`src/rtl/bcd_counter_rtl.sv`:
```
// Two-digit free-running BCD counter that wraps from LIMIT back to 00.
// Any out-of-range digit or count reloads 00 on the next edge.
module bcd_counter_rtl #(
    parameter int unsigned LIMIT = 99
) (
    input  logic       clk,
    input  logic       rst,
    output logic [3:0] tens,
    output logic [3:0] units,
    output logic       tc
);

    localparam int unsigned DW  = 4;
    localparam int unsigned CW  = 8;
    localparam logic [DW-1:0] LIM_T = DW'(LIMIT / 10);
    localparam logic [DW-1:0] LIM_U = DW'(LIMIT % 10);
    localparam logic [CW-1:0] LIM_V = CW'(LIMIT);

    // A terminal count outside 1..99 cannot be represented by two BCD digits
    if (LIMIT == 0 || LIMIT > 99) begin : g_bad_limit
        $error("bcd_counter_rtl: LIMIT must be in 1..99");
    end

    logic [DW-1:0] tens_q;
    logic [DW-1:0] units_q;
    logic [DW-1:0] tens_d;
    logic [DW-1:0] units_d;
    logic [CW-1:0] count_val;
    logic          illegal;

    assign tens  = tens_q;
    assign units = units_q;

    // Terminal count decoded straight from the digit registers
    assign tc = (tens_q == LIM_T) && (units_q == LIM_U);

    // Next-count logic: wrap at LIMIT, carry on units 9, recover from illegal states
    always_comb begin
        tens_d    = tens_q;
        units_d   = units_q;
        count_val = CW'(tens_q) * CW'(10) + CW'(units_q);
        illegal   = (tens_q > DW'(9)) || (units_q > DW'(9)) || (count_val > LIM_V);
        if (illegal || tc) begin
            tens_d  = '0;
            units_d = '0;
        end else if (units_q == DW'(9)) begin
            tens_d  = tens_q + DW'(1);
            units_d = '0;
        end else begin
            units_d = units_q + DW'(1);
        end
    end

    // Digit registers with asynchronous active-low clear
    always_ff @(posedge clk or negedge rst) begin
        if (!rst) begin
            tens_q  <= '0;
            units_q <= '0;
        end else begin
            tens_q  <= tens_d;
            units_q <= units_d;
        end
    end

endmodule

```
`config.mk`:
```
export PLATFORM = sky130hd
export DESIGN_NAME = bcd_counter_rtl
export DESIGN_NICKNAME = d
export VERILOG_FILES = /design/src/rtl/bcd_counter_rtl.sv
export SDC_FILE = /design/constraint.sdc
export NUM_CORES = 1
export LEC_CHECK = 0
export ABC_AREA = 1
export CORE_ASPECT_RATIO = 1.25
export CORE_UTILIZATION = 31
export CTS_BUF_LIST = sky130_fd_sc_hd__clkbuf_16
export CTS_CLUSTER_DIAMETER = 150
export DETAILED_ROUTE_END_ITERATION = 10
export PLACE_DENSITY_LB_ADDON = 0.12
export SKIP_LAST_GASP = 1
export SYNTH_ARGS = -nofsm -noshare
export SYNTH_HDL_FRONTEND = slang
export SYNTH_SLANG_ARGS = --single-unit
export TNS_END_PERCENT = 20
```
`constraint.sdc`:
```
create_clock -name clk -period 6.4 [get_ports clk]
set_input_delay 0.96 -clock clk [delete_from_list [all_inputs] [get_ports clk]]
set_output_delay 0.96 -clock clk [all_outputs]
set_load 0.02 [all_outputs]
```
* After elaboration in Yosys (flattened, before gate mapping) *
Cells that the tools add are included.

storage, ports and cells
  word-level logic and storage cells = 20
  input bits = 2
  register bits after elaboration = 8
  output and inout bits = 9

cells by class
  $lt $le $gt $ge = 3
  add/sub/neg operators = 3
  muxes and demuxes = 4
  multipliers = 1
  reduce and logical (&&, ||, !) cells = 5
  equality and inequality tests = 2

operators by type and width
  kind                 count
  $mux 4               4
  $add 4x1->4 const B  2
  $add 8x4->8          1
  $eq 4x4->1 const B   2
  $gt 4x4->1 const B   2
  $gt 8x7->1 const B   1
  $mul 4x3->7 const B  1
  $logic_or 1x1->1     3
  $reduce_bool 2->1    1
  $logic_and 1x1->1    1

* Logic depth before layout (Yosys ltp) *
Gate-level depths: netlist of run 1.

  word-level depth = 6
  depth in mapped cells = 13
  gate-level depth less buffers = 13

* Least setup slack after synthesis of run 1 *
OpenSTA, ideal clock, no wires.

  kind = reg-to-reg
  from = register tens_q[1], in the netlist tens[1]
  to = register units_q[0], in the netlist units[0]
  arrival = 2.130 ns
  stages on the path, launching flop included = 13
  period minus slack after synthesis = 2.262 ns
  setup time = 0.132 ns
  path buffers = 0
  slack = 4.138 ns
  data required time = 6.268 ns
  cell sequence = dfrtp_1 -> ha_1 -> ha_1 -> inv_1 -> fa_1 -> nor2_1 -> nand3_1 -> nand2_1 -> nand3_1 -> nand2_1 -> nand2_2 -> nand2_4 -> nor2_1

between the ends
  word-level cells in the longest chain between the ends = 6
  elaborated cells between the ends (all ways) = 10
  those cells by class = 1 x add/sub; 1 x mul; 2 x order compare; 1 x eq/ne; 1 x mux; 4 x reduce/logical

RTL lines
  item                    line  source
  from (decl)             24    logic [DW-1:0] tens_q;
  from (signal assigned)  60    tens_q <= tens_d;
  $mul 4x3->7             41    count_val = CW'(tens_q) * CW'(10) + CW'(units_q);
  $add 8x4->8             41
  $gt 8x7->1              42    illegal = (tens_q > DW'(9)) || (units_q > DW'(9)) || (count_val > LIM_V);
  $logic_or 1x1->1        42
  $logic_or 1x1->1 *      43    if (illegal || tc) begin
  $mux 4 *                43
  net units_d[0]          27    logic [DW-1:0] units_d;
  to (signal assigned)    61    units_q <= units_d;
  to (decl)               25    logic [DW-1:0] units_q;

The timed path passes the listed nets; every way through them passes the cells marked *.
A chain may end at the register's enable or synchronous reset.

* Worst setup path after layout of run 1 *
  from = register tens_q[1], in the netlist tens[1]
  to = output tc

between the ends
  word-level cells in the longest chain between the ends = 2

RTL lines
  item               line  source
  $eq 4x4->1         35    assign tc = (tens_q == LIM_T) && (units_q == LIM_U);
  $logic_and 1x1->1  35
  to (decl)          10    output logic tc

Every way passes these cells.

==> results.py, run 1 <==
metrics = {
    "outcome": {
        "outcome": "completed",
    },
    "timing": {
        "fin_tns_setup_ns": 0,
        "rsz0062_at_grt": "no",
        "min_period_over_period": 0.448,
        "setup_viol": 0,
        "maxSlewViolCount": 0,
        "tightest_slew_ns": 0.377,
        "period_minus_slack_ns": 2.87,
        "finalClockSkew_ns": 0.00144,
        "hold_viol_final": 0,
        "slew_headroom": 0.748,
        "timing.fmax_ghz": 0.349,
    },
    "floorplan": {
        "die_area_um2": 2600,
        "die_y_um": 56.7,
        "coreArea_um2": 2230,
        "initial_core_util": 0.333,
        "fp-row-count": 19,
        "die_x_um": 45.8,
        "io-pin-count": 11,
    },
    "drt": {
        "ant_nets": 0,
        "drt-total-wl_um": 1500,
        "post-route-drc-count": 0,
        "first_iter_violations": 3,
        "wl_per_cell_um": 11.1,
        "vias_per_cell": 4.53,
        "vias": 611,
        "firstDrtPassIters": 4,
    },
    "grt": {
        "grt_pass1_vias": 617,
        "top_usage_layer": "met2",
        "antenna_found_initial": 0,
        "grt_usage": 0.145,
        "grt_util_met1": 0.170,
        "gr-total-overflow": 0,
        "use_met3": 0.0354,
        "grt_max_degree": 9,
        "grt_first_pass_wirelength_um": 2700,
        "grt_util_met2": 0.235,
    },
    "synthesis": {
        "synthFlopType": "dfrtp_1",
        "syn_area_um2": 743,
        "synthCells": 91,
        "ys_ff_latch": 8,
        "syn-num-nets": 105,
        "syn_area_per_cell_um2": 8.17,
        "synth_edf_count": 0,
        "ys_warn_count": 0,
        "synthDistinctLibCells": 21,
        "async_flop_share": 1.00,
        "ys_seq_area_frac": 0.269,
    },
    "place": {
        "placed_cell_area_um2": 882,
        "gp_congestion": 0.754,
        "hpwl_um": 1210,
        "portBuffers": 10,
    },
    "power_and_ir_drop": {
        "p_per_area_nw_per_um2": 165,
        "seq_power_share": 0.321,
        "switchingPower_uw": 26.3,
        "peakVddDrop_v": 0.000162,
        "pwr-share-clk": 0.669,
        "pwr-share-comb": 0.010,
        "p_sw_frac": 0.166,
        "power_uw": 158,
        "p_leak_uw": 0.000492,
        "internal_power_uw": 132,
    },
    "worst_setup_path": {
        "cp_top_family": "buffers and inverters",
        "crit_fanout": 7,
        "path_buf_inv": 2,
        "cpPeakStageDelay_ns": 0.61,
        "cp.required_ns": 5.44,
        "cp-end-kind": "output pin",
        "cp_slowest_cell": "clkdlybuf4s50_1",
        "critPathKind": "flip-flop to output pin",
        "arrival_ns": 1.91,
        "cp_cell_sequence": "inv_1 > ha_1 > nand3_1 > nor2_1 > clkdlybuf4s50_1",
        "start_kind": "flip-flop",
    },
    "clocking": {
        "cts_hold_buffers": 0,
        "cts_resized": 0,
        "clock_latency_ns": 0.23,
        "cts_tree": "yes",
        "post_cts_buffers": 0,
        "ctsRootBufferMaster": "clkbuf_16",
        "cts-htree-levels": 1,
        "numCtsBuffers": 3,
        "cts_buffer_depth": 2,
        "cts.clk_slew.worst_paths_ns": 0.04,
        "cts.sinks": 8,
    },
    "cells_and_area": {
        "design_area_um2": 957,
        "diodes": 0,
        "area_growth_pct": 28.8,
        "nets": 120,
        "drive_gt1_frac": 0.144,
    },
    "worst_hold_path": {
        "hp-class": "flip-flop to flip-flop",
    },
    "job": {
        "timing.max_cap.violations": 0,
    },
}
## worst paths after layout
check                                    startpoint                  end  cells past startpoint  slack [ns]
worst max-delay path            tens[1]$_DFFE_PN0P_                   tc                      5        3.53
worst min-delay path             units[0]$_DFF_PN0_   units[0]$_DFF_PN0_                      1        0.57
worst max register to register  tens[1]$_DFFE_PN0P_   units[0]$_DFF_PN0_                     12        4.03
worst min register to register   units[0]$_DFF_PN0_   units[0]$_DFF_PN0_                      1        0.57
max in group asynchronous                       rst   units[1]$_DFF_PN0_                      1        5.12
min in group asynchronous                       rst  tens[1]$_DFFE_PN0P_                      1        1.01
## worst register-to-register path, stage by stage (launching register included)
cell	delay (ns)
dfrtp_1	0.46
ha_1	0.33
ha_1	0.23
inv_1	0.07
fa_1	0.46
nor2_1	0.13
nand3_1	0.11
nand2_1	0.07
nand3_1	0.07
nand2_1	0.07
nand2_2	0.07
nand2_4	0.12
nor2_1	0.06
## kinds of logic (layout without fill, tap and decap cells)
group / count (synthesis) / count (layout) / share of synthesized area
flops: 8 / 8 / 0.269
mux: 1 / 1 / 0.0152
xor+xnor: 5 / 5 / 0.0589
buf+inv: 14 / 27 / 0.0707
compound gates: 6 / 6 / 0.0640
fa+ha+maj: 12 / 12 / 0.222
simple gates: 45 / 45 / 0.300
## flip-flops by register name (all words and copies together) (netlist names)
register,cells
units,4
tens,4
## per-stage QoR
step                std cells  utilization  setup WS [ns]  hold WS, ns
finish                    135        0.428           3.53        0.568
global placement          132        0.395           3.79        0.547
detailed placement        132        0.395           3.79        0.557
CTS                       135        0.428           3.52        0.562
floorplan                  91            -           4.14        0.622
global route              135        0.428           3.44        0.589
## layout by cell type (no fill, tap or decap)
master and instances:
nor4_2 1, nand2_1 14, o21bai_1 1, a21oi_4 1, xor2_1 5, o211ai_1 1
nand2_2 3, o22ai_1 1, mux2_2 1, o21ai_0 1, fa_1 2, nor2_2 4
dfrtp_1 8, nand2_4 1, clkbuf_16 3, clkdlybuf4s50_1 10, inv_1 14, nand3_2 1
nand4_1 2, nand3_1 7, ha_1 10, nor2_1 12, a21oi_1 1
## Yosys cell counts (2+ instances only)
master / number / area (µm²)
nand2_1: 14 / 52.6
nor2_1: 12 / 45.0
nand3_1: 7 / 35.0
nand2_2: 3 / 18.8
fa_1: 2 / 40.0
nor2_2: 4 / 25.0
dfrtp_1: 8 / 200
xor2_1: 5 / 43.8
nand4_1: 2 / 12.5
ha_1: 10 / 125
inv_1: 14 / 52.6
## cell type report
type | count | area (µm²)
Clock buffer | 3 | 75.1
Fill cell | 235 | 1280
Inverter | 14 | 52.6
Multi-Input combinational cell | 69 | 490
Sequential cell | 8 | 200
Tap cell | 31 | 38.8
Timing Repair Buffer | 10 | 100
## power by group through the flow
stage / sequential, µW / clock, µW / combinational (µW)
2_1_floorplan: 51.5 / 0 / 0.000320
3_3_place_gp: 51.5 / 0 / 1.62
3_5_place_dp: 51.5 / 0 / 1.64
4_1_cts: 50.8 / 108 / 1.64
5_1_grt: 50.8 / 110 / 1.83
6_report: 50.9 / 106 / 1.52
## routing by layer
metal / part of all wire / vias up
met5: 0 / -
met4: 0.023 / 0
met3: 0.035 / 5
met2: 0.49 / 11
met1: 0.45 / 278
li1: - / 317
Power figures use the tool's default switching activity.
==> run 2, diff against run 1 <==
clock period = 2.4 ns   (was 6.4 ns; I/O delays follow)
==> run 2 against run 1 <==
Global-route usage shrank 1.3 points. Sequential cell count unchanged. Non-clock buffer count up 4.
==> results.py, run 2 (same netlist as run 1, synthesis figures left out) <==
metrics = {
    "outcome": {
        "outcome": "completed",
    },
    "clocking": {
        "clock_latency_ns": 0.23,
        "cts.sinks": 8,
        "cts_buffer_depth": 2,
        "cts.clk_slew.worst_paths_ns": 0.04,
        "numCtsBuffers": 3,
        "cts_tree": "yes",
        "post_cts_buffers": 0,
        "cts-htree-levels": 1,
        "ctsRootBufferMaster": "clkbuf_16",
    },
    "worst_setup_path": {
        "start_kind": "flip-flop",
        "crit_fanout": 8,
        "cp_cell_sequence": "ha_1 > ha_1 > inv_1 > fa_1 > nor2_1 > nand3_1 > nand2_1 > nand3_1 > nand2_1 > nand2_2 > nand2_4 > nor2_1",
        "cpPeakStageDelay_ns": 0.45,
        "critPathKind": "flip-flop to flip-flop",
        "arrival_ns": 2.28,
        "path_buf_inv": 1,
        "cp_slowest_cell": "fa_1",
        "cp_top_family": "adder cells",
        "cp.required_ns": 2.51,
        "cp-end-kind": "flip-flop",
    },
    "timing": {
        "timing.fmax_ghz": 0.460,
        "tightest_slew_ns": 0.368,
        "min_period_over_period": 0.906,
        "period_minus_slack_ns": 2.17,
        "fin_tns_setup_ns": 0,
        "hold_slack_ns": 0.414,
        "hold_viol_final": 0,
        "setup_viol": 0,
        "maxSlewViolCount": 0,
        "slew_headroom": 0.754,
        "finalClockSkew_ns": 0.00147,
        "rsz0062_at_grt": "no",
    },
    "grt": {
        "grt_max_degree": 9,
        "grt_first_pass_wirelength_um": 2570,
        "antenna_found_initial": 0,
        "grt_pass1_vias": 615,
        "grt_usage": 0.132,
        "gr-total-overflow": 0,
    },
    "place": {
        "hpwl_um": 1190,
        "placed_cell_area_um2": 912,
        "gp_congestion": 0.732,
        "portBuffers": 10,
    },
    "power_and_ir_drop": {
        "p_leak_uw": 0.000531,
        "p_per_area_nw_per_um2": 423,
        "peakVddDrop_v": 0.000421,
    },
    "cells_and_area": {
        "nFillCells": 234,
        "finish.utilization": 0.443,
        "area_growth_pct": 33.2,
        "nets": 124,
        "layout_common_cells": "14 x inv_1, 14 x nand2_1, 12 x nor2_1",
        "drive_gt1_frac": 0.176,
        "diodes": 0,
        "design_area_um2": 990,
    },
    "drt": {
        "drt-total-wl_um": 1430,
        "ant_nets": 0,
        "firstDrtPassIters": 4,
        "vias_per_cell": 4.50,
        "first_iter_violations": 20,
        "post-route-drc-count": 0,
        "wl_per_cell_um": 10.3,
        "vias": 625,
    },
    "floorplan": {
        "die_x_um": 45.8,
        "coreArea_um2": 2230,
        "die_area_um2": 2600,
        "io-pin-count": 11,
        "die_y_um": 56.7,
        "fp-row-count": 19,
        "initial_core_util": 0.333,
    },
    "worst_hold_path": {
        "hp-class": "input port to asynchronous set/reset pin",
    },
    "job": {
        "timing.max_cap.violations": 0,
    },
}
## run 2: metrics by stage
| stage | total power, µW | std cells | setup WS (ns) |
|---|---|---|---|
| after floorplan | 137 | 91 | 0.138 |
| after detailed placement | 142 | 136 | 0.210 |
| final | 418 | 139 | 0.225 |
| after global routing | 431 | 139 | 0.0400 |
| after global placement | 142 | 136 | 0.234 |
| after CTS | 420 | 139 | 0.0691 |
## run 2: where the power goes
| part | switching (µW) | internal, µW |
|---|---|---|
| Clock | 63.9 | 215 |
| Sequential | 0 | 136 |
| Combinational | 2.55 | 1.44 |
## run 2: final cells by class
class / instances / area [µm²] / share of cell area
multi-input combinational: 69 / 490 / 0.496
sequential: 8 / 200 / 0.202
timing repair buffer: 14 / 133 / 0.134
clock buffer: 3 / 75.1 / 0.0759
inverter: 14 / 52.6 / 0.0531
tap: 31 / 38.8 / 0.0392
## run 2: path summary, 6_finish.rpt
| kind | end | slack (ns) | cells past startpoint | from |
|---|---|---|---|---|
| setup / recovery | units[0]$_DFF_PN0_ | 0.23 | 12 | tens[1]$_DFFE_PN0P_ |
| setup reg to reg | units[0]$_DFF_PN0_ | 0.23 | 12 | tens[1]$_DFFE_PN0P_ |
| max in group asynchronous | tens[1]$_DFFE_PN0P_ | 1.72 | 1 | rst |
| hold / removal | units[3]$_DFF_PN0_ | 0.41 | 1 | rst |
| min in group clk | units[0]$_DFF_PN0_ | 0.55 | 1 | units[0]$_DFF_PN0_ |
| hold reg to reg | units[0]$_DFF_PN0_ | 0.55 | 1 | units[0]$_DFF_PN0_ |
## run 2: what timing repair did
action                     in CTS  in global routing
hold endpoints to repair        0                  0
gates resized for setup         0                  1
hold buffers                    0                  0
setup endpoints to repair       0                  1
## run 2: worst register-to-register path: stages, from the launching register on
cell and delay [ns]:
dfrtp_1 0.37, ha_1 0.29, ha_1 0.21, inv_1 0.07, fa_1 0.45, nor2_1 0.12
nand3_1 0.10, nand2_1 0.07, nand3_1 0.07, nand2_1 0.07, nand2_2 0.06, nand2_4 0.12
nor2_1 0.05
## run 2: per-layer routing
layer,global-route usage,wire (µm)
met5,0,0
met4,0.0504,13
met3,0.0225,41
met2,0.218,715
met1,0.165,660
==> run 3, diff against run 2 <==
TNS_END_PERCENT = 30   (was 20)
==> results of run 3 <==
Final layout, timing and power as in run 2 (identical DEF).
